<file path="src/rtl/mem_port_arbiter_if.sv">
// mem_port_arbiter_if: fetch, load/store and memory-side signals of the shared memory port
interface mem_port_arbiter_if;
  logic        fetch_req;
  logic [31:0] fetch_addr;
  logic        fetch_ack;
  logic [31:0] fetch_rdata;
  logic        fetch_err;
  logic        data_req;
  logic        data_we;
  logic [31:0] data_addr;
  logic [31:0] data_wdata;
  logic [3:0]  data_be;
  logic        data_ack;
  logic [31:0] data_rdata;
  logic        data_err;
  logic        mem_req;
  logic        mem_we;
  logic [31:0] mem_addr;
  logic [31:0] mem_wdata;
  logic [3:0]  mem_be;
  logic        mem_ready;
  logic [31:0] mem_rdata;
  modport slave (
    input  fetch_req, fetch_addr, data_req, data_we, data_addr, data_wdata, data_be, mem_ready, mem_rdata,
    output fetch_ack, fetch_rdata, fetch_err, data_ack, data_rdata, data_err,
           mem_req, mem_we, mem_addr, mem_wdata, mem_be
  );
  modport master (
    output fetch_req, fetch_addr, data_req, data_we, data_addr, data_wdata, data_be, mem_ready, mem_rdata,
    input  fetch_ack, fetch_rdata, fetch_err, data_ack, data_rdata, data_err,
           mem_req, mem_we, mem_addr, mem_wdata, mem_be
  );
endinterface

</file>
<file path="src/rtl/mem_port_arbiter.sv">
// mem_port_arbiter: shares one single-port memory between instruction fetch and load/store
module mem_port_arbiter #(
  parameter int TIMEOUT   = 16,
  parameter int DBURSTMAX = 4
) (
  input logic clk,
  input logic rst,
  mem_port_arbiter_if.slave bus
);
  typedef enum logic [1:0] {IDLE, BUSY, RESP} state_t;
  localparam int WW = $clog2(TIMEOUT);
  localparam int SW = $clog2(DBURSTMAX + 1);
  state_t state, state_n;
  logic gnt_d, gnt_d_n, pick_d, tmo;
  logic [WW-1:0] wait_cnt, wait_n;
  logic [SW-1:0] streak, streak_n;
  logic m_req_n, m_we_n, f_ack_n, f_err_n, d_ack_n, d_err_n;
  logic [31:0] m_addr_n, m_wdata_n, f_rdata_n, d_rdata_n;
  logic [3:0] m_be_n;
  always_comb begin
    pick_d = bus.data_req && !(bus.fetch_req && streak == SW'(DBURSTMAX));
    tmo = wait_cnt == WW'(TIMEOUT - 1);
    state_n = state;
    gnt_d_n = gnt_d;
    wait_n = wait_cnt;
    streak_n = streak;
    m_req_n = bus.mem_req;
    m_we_n = bus.mem_we;
    m_addr_n = bus.mem_addr;
    m_wdata_n = bus.mem_wdata;
    m_be_n = bus.mem_be;
    f_ack_n = 1'b0;
    f_err_n = 1'b0;
    d_ack_n = 1'b0;
    d_err_n = 1'b0;
    f_rdata_n = bus.fetch_rdata;
    d_rdata_n = bus.data_rdata;
    case (state)
      IDLE: begin
        streak_n = (pick_d && bus.fetch_req) ? streak + SW'(1) : '0;
        if (bus.fetch_req || bus.data_req) begin
          gnt_d_n = pick_d;
          m_we_n = pick_d && bus.data_we;
          m_addr_n = pick_d ? bus.data_addr : bus.fetch_addr;
          m_wdata_n = pick_d ? bus.data_wdata : '0;
          m_be_n = pick_d ? bus.data_be : 4'b1111;
          wait_n = '0;
          // a store with no enabled lanes is misaligned and never reaches memory
          if (pick_d && bus.data_we && bus.data_be == 4'b0000) begin
            state_n = RESP;
            d_ack_n = 1'b1;
            d_err_n = 1'b1;
          end else begin
            state_n = BUSY;
            m_req_n = 1'b1;
          end
        end
      end
      BUSY: begin
        if (bus.mem_ready || tmo) begin
          state_n = RESP;
          m_req_n = 1'b0;
          f_ack_n = !gnt_d;
          d_ack_n = gnt_d;
          f_err_n = !gnt_d && !bus.mem_ready;
          d_err_n = gnt_d && !bus.mem_ready;
          f_rdata_n = gnt_d ? bus.fetch_rdata : (bus.mem_ready ? bus.mem_rdata : '0);
          d_rdata_n = gnt_d ? (bus.mem_ready ? bus.mem_rdata : '0) : bus.data_rdata;
        end else begin
          wait_n = wait_cnt + WW'(1);
        end
      end
      default: state_n = IDLE;
    endcase
  end
  always_ff @(posedge clk) begin
    if (rst) begin
      state <= IDLE;
      gnt_d <= 1'b0;
      wait_cnt <= '0;
      streak <= '0;
      bus.mem_req <= 1'b0;
      bus.mem_we <= 1'b0;
      bus.mem_addr <= '0;
      bus.mem_wdata <= '0;
      bus.mem_be <= '0;
      bus.fetch_ack <= 1'b0;
      bus.fetch_err <= 1'b0;
      bus.fetch_rdata <= '0;
      bus.data_ack <= 1'b0;
      bus.data_err <= 1'b0;
      bus.data_rdata <= '0;
    end else begin
      state <= state_n;
      gnt_d <= gnt_d_n;
      wait_cnt <= wait_n;
      streak <= streak_n;
      bus.mem_req <= m_req_n;
      bus.mem_we <= m_we_n;
      bus.mem_addr <= m_addr_n;
      bus.mem_wdata <= m_wdata_n;
      bus.mem_be <= m_be_n;
      bus.fetch_ack <= f_ack_n;
      bus.fetch_err <= f_err_n;
      bus.fetch_rdata <= f_rdata_n;
      bus.data_ack <= d_ack_n;
      bus.data_err <= d_err_n;
      bus.data_rdata <= d_rdata_n;
    end
  end
endmodule

</file>
<file path="src/flat_wrapper.sv">
// flat-port wrapper written by rule: the top's interface ports become plain ports
module mem_port_arbiter_flat 
#(
  parameter int TIMEOUT   = 16,
  parameter int DBURSTMAX = 4
)
  (clk, rst, bus_fetch_req, bus_fetch_addr, bus_data_req, bus_data_we, bus_data_addr, bus_data_wdata, bus_data_be, bus_mem_ready, bus_mem_rdata, bus_fetch_ack, bus_fetch_rdata, bus_fetch_err, bus_data_ack, bus_data_rdata, bus_data_err, bus_mem_req, bus_mem_we, bus_mem_addr, bus_mem_wdata, bus_mem_be);
  mem_port_arbiter_if bus_i ();
  input logic clk;
  input logic rst;
  input wire logic [$bits(bus_i.fetch_req)-1:0] bus_fetch_req;
  input wire logic [$bits(bus_i.fetch_addr)-1:0] bus_fetch_addr;
  input wire logic [$bits(bus_i.data_req)-1:0] bus_data_req;
  input wire logic [$bits(bus_i.data_we)-1:0] bus_data_we;
  input wire logic [$bits(bus_i.data_addr)-1:0] bus_data_addr;
  input wire logic [$bits(bus_i.data_wdata)-1:0] bus_data_wdata;
  input wire logic [$bits(bus_i.data_be)-1:0] bus_data_be;
  input wire logic [$bits(bus_i.mem_ready)-1:0] bus_mem_ready;
  input wire logic [$bits(bus_i.mem_rdata)-1:0] bus_mem_rdata;
  output wire logic [$bits(bus_i.fetch_ack)-1:0] bus_fetch_ack;
  output wire logic [$bits(bus_i.fetch_rdata)-1:0] bus_fetch_rdata;
  output wire logic [$bits(bus_i.fetch_err)-1:0] bus_fetch_err;
  output wire logic [$bits(bus_i.data_ack)-1:0] bus_data_ack;
  output wire logic [$bits(bus_i.data_rdata)-1:0] bus_data_rdata;
  output wire logic [$bits(bus_i.data_err)-1:0] bus_data_err;
  output wire logic [$bits(bus_i.mem_req)-1:0] bus_mem_req;
  output wire logic [$bits(bus_i.mem_we)-1:0] bus_mem_we;
  output wire logic [$bits(bus_i.mem_addr)-1:0] bus_mem_addr;
  output wire logic [$bits(bus_i.mem_wdata)-1:0] bus_mem_wdata;
  output wire logic [$bits(bus_i.mem_be)-1:0] bus_mem_be;
  assign bus_i.fetch_req = bus_fetch_req;
  assign bus_i.fetch_addr = bus_fetch_addr;
  assign bus_i.data_req = bus_data_req;
  assign bus_i.data_we = bus_data_we;
  assign bus_i.data_addr = bus_data_addr;
  assign bus_i.data_wdata = bus_data_wdata;
  assign bus_i.data_be = bus_data_be;
  assign bus_i.mem_ready = bus_mem_ready;
  assign bus_i.mem_rdata = bus_mem_rdata;
  assign bus_fetch_ack = bus_i.fetch_ack;
  assign bus_fetch_rdata = bus_i.fetch_rdata;
  assign bus_fetch_err = bus_i.fetch_err;
  assign bus_data_ack = bus_i.data_ack;
  assign bus_data_rdata = bus_i.data_rdata;
  assign bus_data_err = bus_i.data_err;
  assign bus_mem_req = bus_i.mem_req;
  assign bus_mem_we = bus_i.mem_we;
  assign bus_mem_addr = bus_i.mem_addr;
  assign bus_mem_wdata = bus_i.mem_wdata;
  assign bus_mem_be = bus_i.mem_be;
  mem_port_arbiter #(.TIMEOUT(TIMEOUT), .DBURSTMAX(DBURSTMAX)) u_core (.clk(clk), .rst(rst), .bus(bus_i));
endmodule
</file>
<file path="config.mk">
export PLATFORM = sky130hd
export DESIGN_NAME = mem_port_arbiter_flat
export DESIGN_NICKNAME = d
export VERILOG_FILES = /design/src/rtl/mem_port_arbiter_if.sv /design/src/rtl/mem_port_arbiter.sv /design/src/flat_wrapper.sv
export SDC_FILE = /design/constraint.sdc
export NUM_CORES = 1
export LEC_CHECK = 0
export ABC_CLOCK_PERIOD_IN_PS = 4600
export CAP_MARGIN = 20
export CORE_ASPECT_RATIO = 0.75
export CORE_MARGIN = 5
export CORE_UTILIZATION = 41
export DETAILED_ROUTE_END_ITERATION = 8
export PLACE_DENSITY_LB_ADDON = 0.2
export SYNTH_ARGS = -nofsm -noshare
export SYNTH_HDL_FRONTEND = slang
export SYNTH_SLANG_ARGS = --single-unit
</file>
<file path="constraint.sdc">
create_clock -name clk -period 4.6 [get_ports clk]
set_input_delay 0.92 -clock clk [delete_from_list [all_inputs] [get_ports clk]]
set_output_delay 0.92 -clock clk [all_outputs]
set_load 0.02 [all_outputs]
</file>
* Yosys cells after proc, flatten, opt, wreduce, memory -nomap -nowiden
Index checks and enable logic that the tools add are counted.
** Cells by class
- Add/subtract/negate cells :: 2
- Equal/unequal tests :: 7
- Bitwise operators :: 3
- Reduce and logical (&&, ||, !) cells :: 22
- Multiplexer cells :: 22
** Operators with widths (number)
- $mux W32 :: 3
- $mux W4 :: 3
- $reduce_and A3 Y1 :: 3
- $pmux W4 S2 :: 1
- $logic_and A1 B1 Y1 :: 7
- $mux W1 :: 7
- $mux W2 :: 3
- $pmux W1 S2 :: 3
- $add A4 B1 Y4 const B :: 1
- $eq A4 B4 Y1 const B :: 1
- $logic_not A4 Y1 :: 1
- $ne A2 B1 Y1 const B :: 2
- $ne A2 B2 Y1 const B :: 2
- $pmux W2 S2 :: 1
- $reduce_and A2 Y1 :: 2
- $reduce_and A4 Y1 :: 1
- $add A3 B1 Y3 const B :: 1
- $eq A3 B3 Y1 const B :: 1
- $logic_not A1 Y1 :: 3
- $mux W3 :: 1
- $not A1 Y1 :: 3
- $reduce_or A3 Y1 :: 1
- $eq A2 B1 Y1 const B :: 1
- $logic_not A2 Y1 :: 1
- 2 further kinds :: 3
** Storage, ports and cells
- Bits in registers :: 148
- Output and inout port bits :: 138

* Longest topological paths before layout
- Depth in word-level cells :: 9
- Gate-level depth with buffers :: 8
- Gate-level depth less buffers :: 6

* Least setup slack after synthesis
Ideal clock, no wire load.
- Path type :: input-to-reg
- From :: input bus_mem_ready
- To :: register u_core.bus.fetch_rdata[10]
- Library setup time :: 0.132 ns
- Arrival :: 1.919 ns
- Slack :: 2.548 ns
- Stages :: 6
- Cells stage by stage :: a31oi_1 or4b_1 buf_2 clkbuf_1 nand2_1 a21oi_1
** Between the ends
- Word-level cells in the longest chain between the ends :: 2
- Elaborated cells between the ends (all ways) :: 3
- Classes of those cells :: mux (1); reduce/logical (2)
** RTL lines
- start, declared :: RTL line flat_wrapper.sv:18 : input wire logic [$bits(bus_i.mem_ready)-1:0] bus_mem_ready;
- $logic_or A1 B1 Y1 :: RTL line mem_port_arbiter.sv:60 : if (bus.mem_ready || tmo) begin
- $reduce_and A3 Y1 (no line)
- end signal, assigned :: RTL line mem_port_arbiter.sv:105 : bus.fetch_rdata <= f_rdata_n;
- end, declared :: RTL line mem_port_arbiter_if.sv:25 : output fetch_ack, fetch_rdata, fetch_err, data_ack, data_rdata, data_err,
Several ways; a longest one is shown, not always the timed one.
A chain may end at the register's enable or synchronous reset.

* Worst setup path after layout
- From :: input bus_data_req
- To :: register u_core.bus.data_err
** Between the ends
- Word-level cells in the longest chain between the ends :: 6
- Elaborated cells between the ends (all ways) :: 7
- Classes of those cells :: mux (3); reduce/logical (4)
** RTL lines
- start, declared :: RTL line flat_wrapper.sv:13 : input wire logic [$bits(bus_i.data_req)-1:0] bus_data_req;
- $logic_and A1 B1 Y1 :: RTL line mem_port_arbiter.sv:21 : pick_d = bus.data_req && !(bus.fetch_req && streak == SW'(DBURSTMAX));
- $logic_and A1 B1 Y1 (2 in series) :: RTL line mem_port_arbiter.sv:49 : if (pick_d && bus.data_we && bus.data_be == 4'b0000) begin
- $mux W1 :: RTL line mem_port_arbiter.sv:49
- $mux W1 (*) :: RTL line mem_port_arbiter.sv:41 : if (bus.fetch_req || bus.data_req) begin
- $pmux W1 S2 (*) :: RTL line mem_port_arbiter.sv:38 : case (state)
- end signal, assigned :: RTL line mem_port_arbiter.sv:107 : bus.data_err <= d_err_n;
- end, declared :: RTL line mem_port_arbiter_if.sv:25
Every way passes the cells marked *; elsewhere a longest branch is shown, timed or not.

==> metrics.md <==
| Metric | Value |
|---|---|
| Total global-route track usage | `0.224` |
| Seq pwr share | `0.400` |
| Slew Limit Fails | `0` |
| Logic pwr share | `0.173` |
| Chip height | `112 um` |
| Share of layout cells above drive strength 1 | `0.0560` |
| Fill cells | `approximately 1100` |
| Setup violators final | `0` |
| Boundary pin count | `276` |
| Share of the clock period used by the worst path | `0.606` |
| Clock Pin Slew Worst Setup and Hold Paths | `0.06 ns` |
| Switching Fraction | `0.250` |
| Psw | `~0.87 mW` |
| Via density per instance | `5.31` |
| RSZ-0062 raised after global routing | `false` |
| Post-synth top area share | `0.524` |
| Clk root buf | `clkbuf_16` |
| Number of CTS-inserted buffers | `17` |
| Power Internal | `2.62 mW` |
| Leading cell types by total area after synthesis | `dfxtp_1 52%, nor3_1 6.7%, a21oi_1 6.2%` |
| Top_reg_cell synth | `dfxtp_1` |
| Cell Area, Synth | `~0.0057 mm^2` |
| Crit-path max cell delay | `between 0.6 and 0.7 ns` |
| Setup crit start kind | `primary input` |
| Leakage power | `3.22 nW` |
| Number of cell rows | `37` |
| Synth cell types | `36` |
| Slew margin rel. | `0.287` |
| CP Capture Type | `flop` |
| Max clock buf depth | `2` |
| Largest net degree at the start of global routing | `101` |
| Total number of H-tree levels | `4` |
| Post-CTS Resized | `0` |
| Crit path DAT | `roughly 3.1 ns` |
| Worst EP required | `4.93 ns` |
| Top delay family on crit path | `simple AND/OR/NAND/NOR gates` |
| Critical path's slowest cell | `nor2_4` |
| Initial antenna violation count | `0` |
| EDFF count, synth | `0` |
| CORE AREA | `0.0136 mm^2` |
| Routability cong. | `a little over 0.8` |
| Remaining DRCs | `0` |
| Die ar. | `0.0163 mm^2` |
| DP Wirelength | `13000 um` |
| Skew final | `~0.018 ns` |
| Clock Power Share | `0.428` |
| Remaining Overflow, GRT | `0` |
| FFs w/ async S/R, synth | `0` |
| Worst hold path class | `reg2reg` |
| Vias in the first global route | `5915` |
| Critical Path Start | `bus_data_req` |
| Initial DRC count | `351` |
| Final Hold Viols | `0` |
| # port buffers | `275` |
| Cells after synthesis | `679` |
| Maximum Capacitance Violations | `0` |
| Wire per inst | `approximately 17 um` |
| Register area share after synthesis | `0.524` |
| CTS tree | `yes` |
| Status | `finished, final reports clean` |
| CP Max Fanout | `35` |
| Cts-stage hold buffer count | `0` |
| First drt pass iteration count | `7` |
| Area Growth Syn to Fin | `61.4%` |
| Critical path start-end classification | `in2reg` |
| Reg2reg start | `u_core.state[1]$_SDFFE_PP0P_` |
| Total number of vias | `5852` |
| Nets | `1057` |
| TNS Setup | `0 ns` |
| Worst-margin pin slew | `roughly 1.1 ns` |
| Fmax | `0.359 GHz` |
| Die X | `between 100 and 150 um` |
| Synth top cells by count | `148 x dfxtp_1, 77 x nor2_1, 76 x nor3_1` |
| CP bufs+invs | `1` |
| Hold Crit Start | `u_core.bus.fetch_rdata[13]$_SDFFE_PP0P_` |
| Count leader, synth | `dfxtp_1` |
| WHS | `0.454 ns` |
| TritonCTS Sinks | `148` |
| Synth Warn # | `0` |
| Max VDD drop | `250 uV` |
| Setup bufs post-CTS | `0` |
| Mean Syn Cell Area | `8.33 um^2` |
| Ant. Diodes | `0` |
| Minimum clock period | `2.79 ns` |
| Worst-path cell chain | `clkdlybuf4s50_1 > or3b_2 > nor2_4 > nand2_1 > a211oi_1` |
| Routed Antenna Nets | `0` |
| Worst skew pair latency | `approximately 0.43 ns` |
| First-pass GRT wire length | `30000 um` |
| FF+latch count, synth | `approximately 150` |
| PD cells | `about 380 mW/mm^2` |
| Largest area contributor in the netlist | `dfxtp_1` |
| Initial Utilization | `0.415` |
| Worst reg2reg setup slack | `2.15 ns` |
| WL final | `18600 um` |
| Syn nets | `820` |
==> stage by stage <==
step	power [mW]	cells	util	instance area [um^2]	worst slack, ns
final	3.49	1103	0.670	9120	1.81
after global routing	3.62	1103	0.670	9120	1.66
after CTS	3.51	1100	0.666	9060	1.39
after detailed placement	2.02	1069	0.618	8420	0.944
after global placement	2.00	1068	0.616	8390	1.06
after floorplan	1.71	679	-	5650	2.55
==> worst register-to-register path: cells and delay by family, from the launching register on <==
| kind | cells | cell delay, ns |
|---|---|---|
| flops | 1 | 0.61 |
| simple gates | 4 | 1.73 |
==> layout make-up <==
class	instances	area, um^2	area share
inverters	4	15.0	0.00165
multi-input cells	460	2400	0.263
repair buffers	285	2880	0.316
well taps	175	219	0.0240
clock inverters	8	146	0.0160
clock buffers	23	498	0.0546
flip-flops and latches	148	2960	0.325
==> registers in the layout, summed over array words and instances, names as in the netlist, 2 cells and up <==
register,flops
u_core.bus.mem_wdata,32
u_core.wait_cnt,4
u_core.bus.fetch_rdata,32
u_core.streak,3
u_core.state,2
u_core.bus.mem_be,4
u_core.bus.mem_addr,32
u_core.bus.data_rdata,32
==> power by group through the flow <==
stage               Clock (mW)  Sequential (mW)  Combinational [mW]
finish                    1.49             1.40               0.603
global route              1.57             1.40               0.647
CTS                       1.52             1.40               0.600
detailed placement           0             1.42               0.597
global placement             0             1.42               0.583
floorplan                    0             1.50               0.216
==> routing by layer <==
layer | global-route usage | share of wire | vias to the layer above
met3 | 0.0732 | 0.079 | 44
met2 | 0.363 | 0.46 | 246
met1 | 0.273 | 0.43 | 2701
met5 | 0 | 0 | -
met4 | 0.102 | 0.030 | 0
li1 | - | - | 2861
==> kinds of logic (layout without fill, tap and decap cells) <==
kind of cell	count (synthesis)	in the layout	share of synthesized area
AO/OA/AOI/OAI	112	112	0.118
XOR/XNOR	1	1	0.00155
adder cells (fa/ha/maj)	3	3	0.00664
buffers and inverters	71	320	0.0562
flip-flops	148	148	0.524
multiplexers	2	2	0.00376
AND/OR/NAND/NOR	342	342	0.290
==> worst paths after layout <==
path | endpoint | cells after the start
min | u_core.bus.fetch_rdata[13]$_SDFFE_PP0P_ | 2
max reg2reg | u_core.bus.mem_addr[7]$_SDFFE_PP0P_ | 4
max | u_core.bus.data_err$_SDFF_PP0_ | 5
min reg2reg | u_core.bus.fetch_rdata[13]$_SDFFE_PP0P_ | 2
==> cells in the final DEF, fill, tap and decap left out, types with 3 or more instances in the layout <==
cell             instances
nand3_1                 68
nand2_1                 68
nor3b_1                  3
clkdlybuf4s50_1        273
ha_1                     3
buf_4                    7
a22oi_1                 33
clkbuf_16               17
clkbuf_8                 5
dfxtp_1                148
bufinv_16                4
a21oi_1                 70
nor2_1                  76
nor3_1                  76
inv_1                    4
nor4_1                  34
Note: power is estimated with default switching activity, not from simulation.
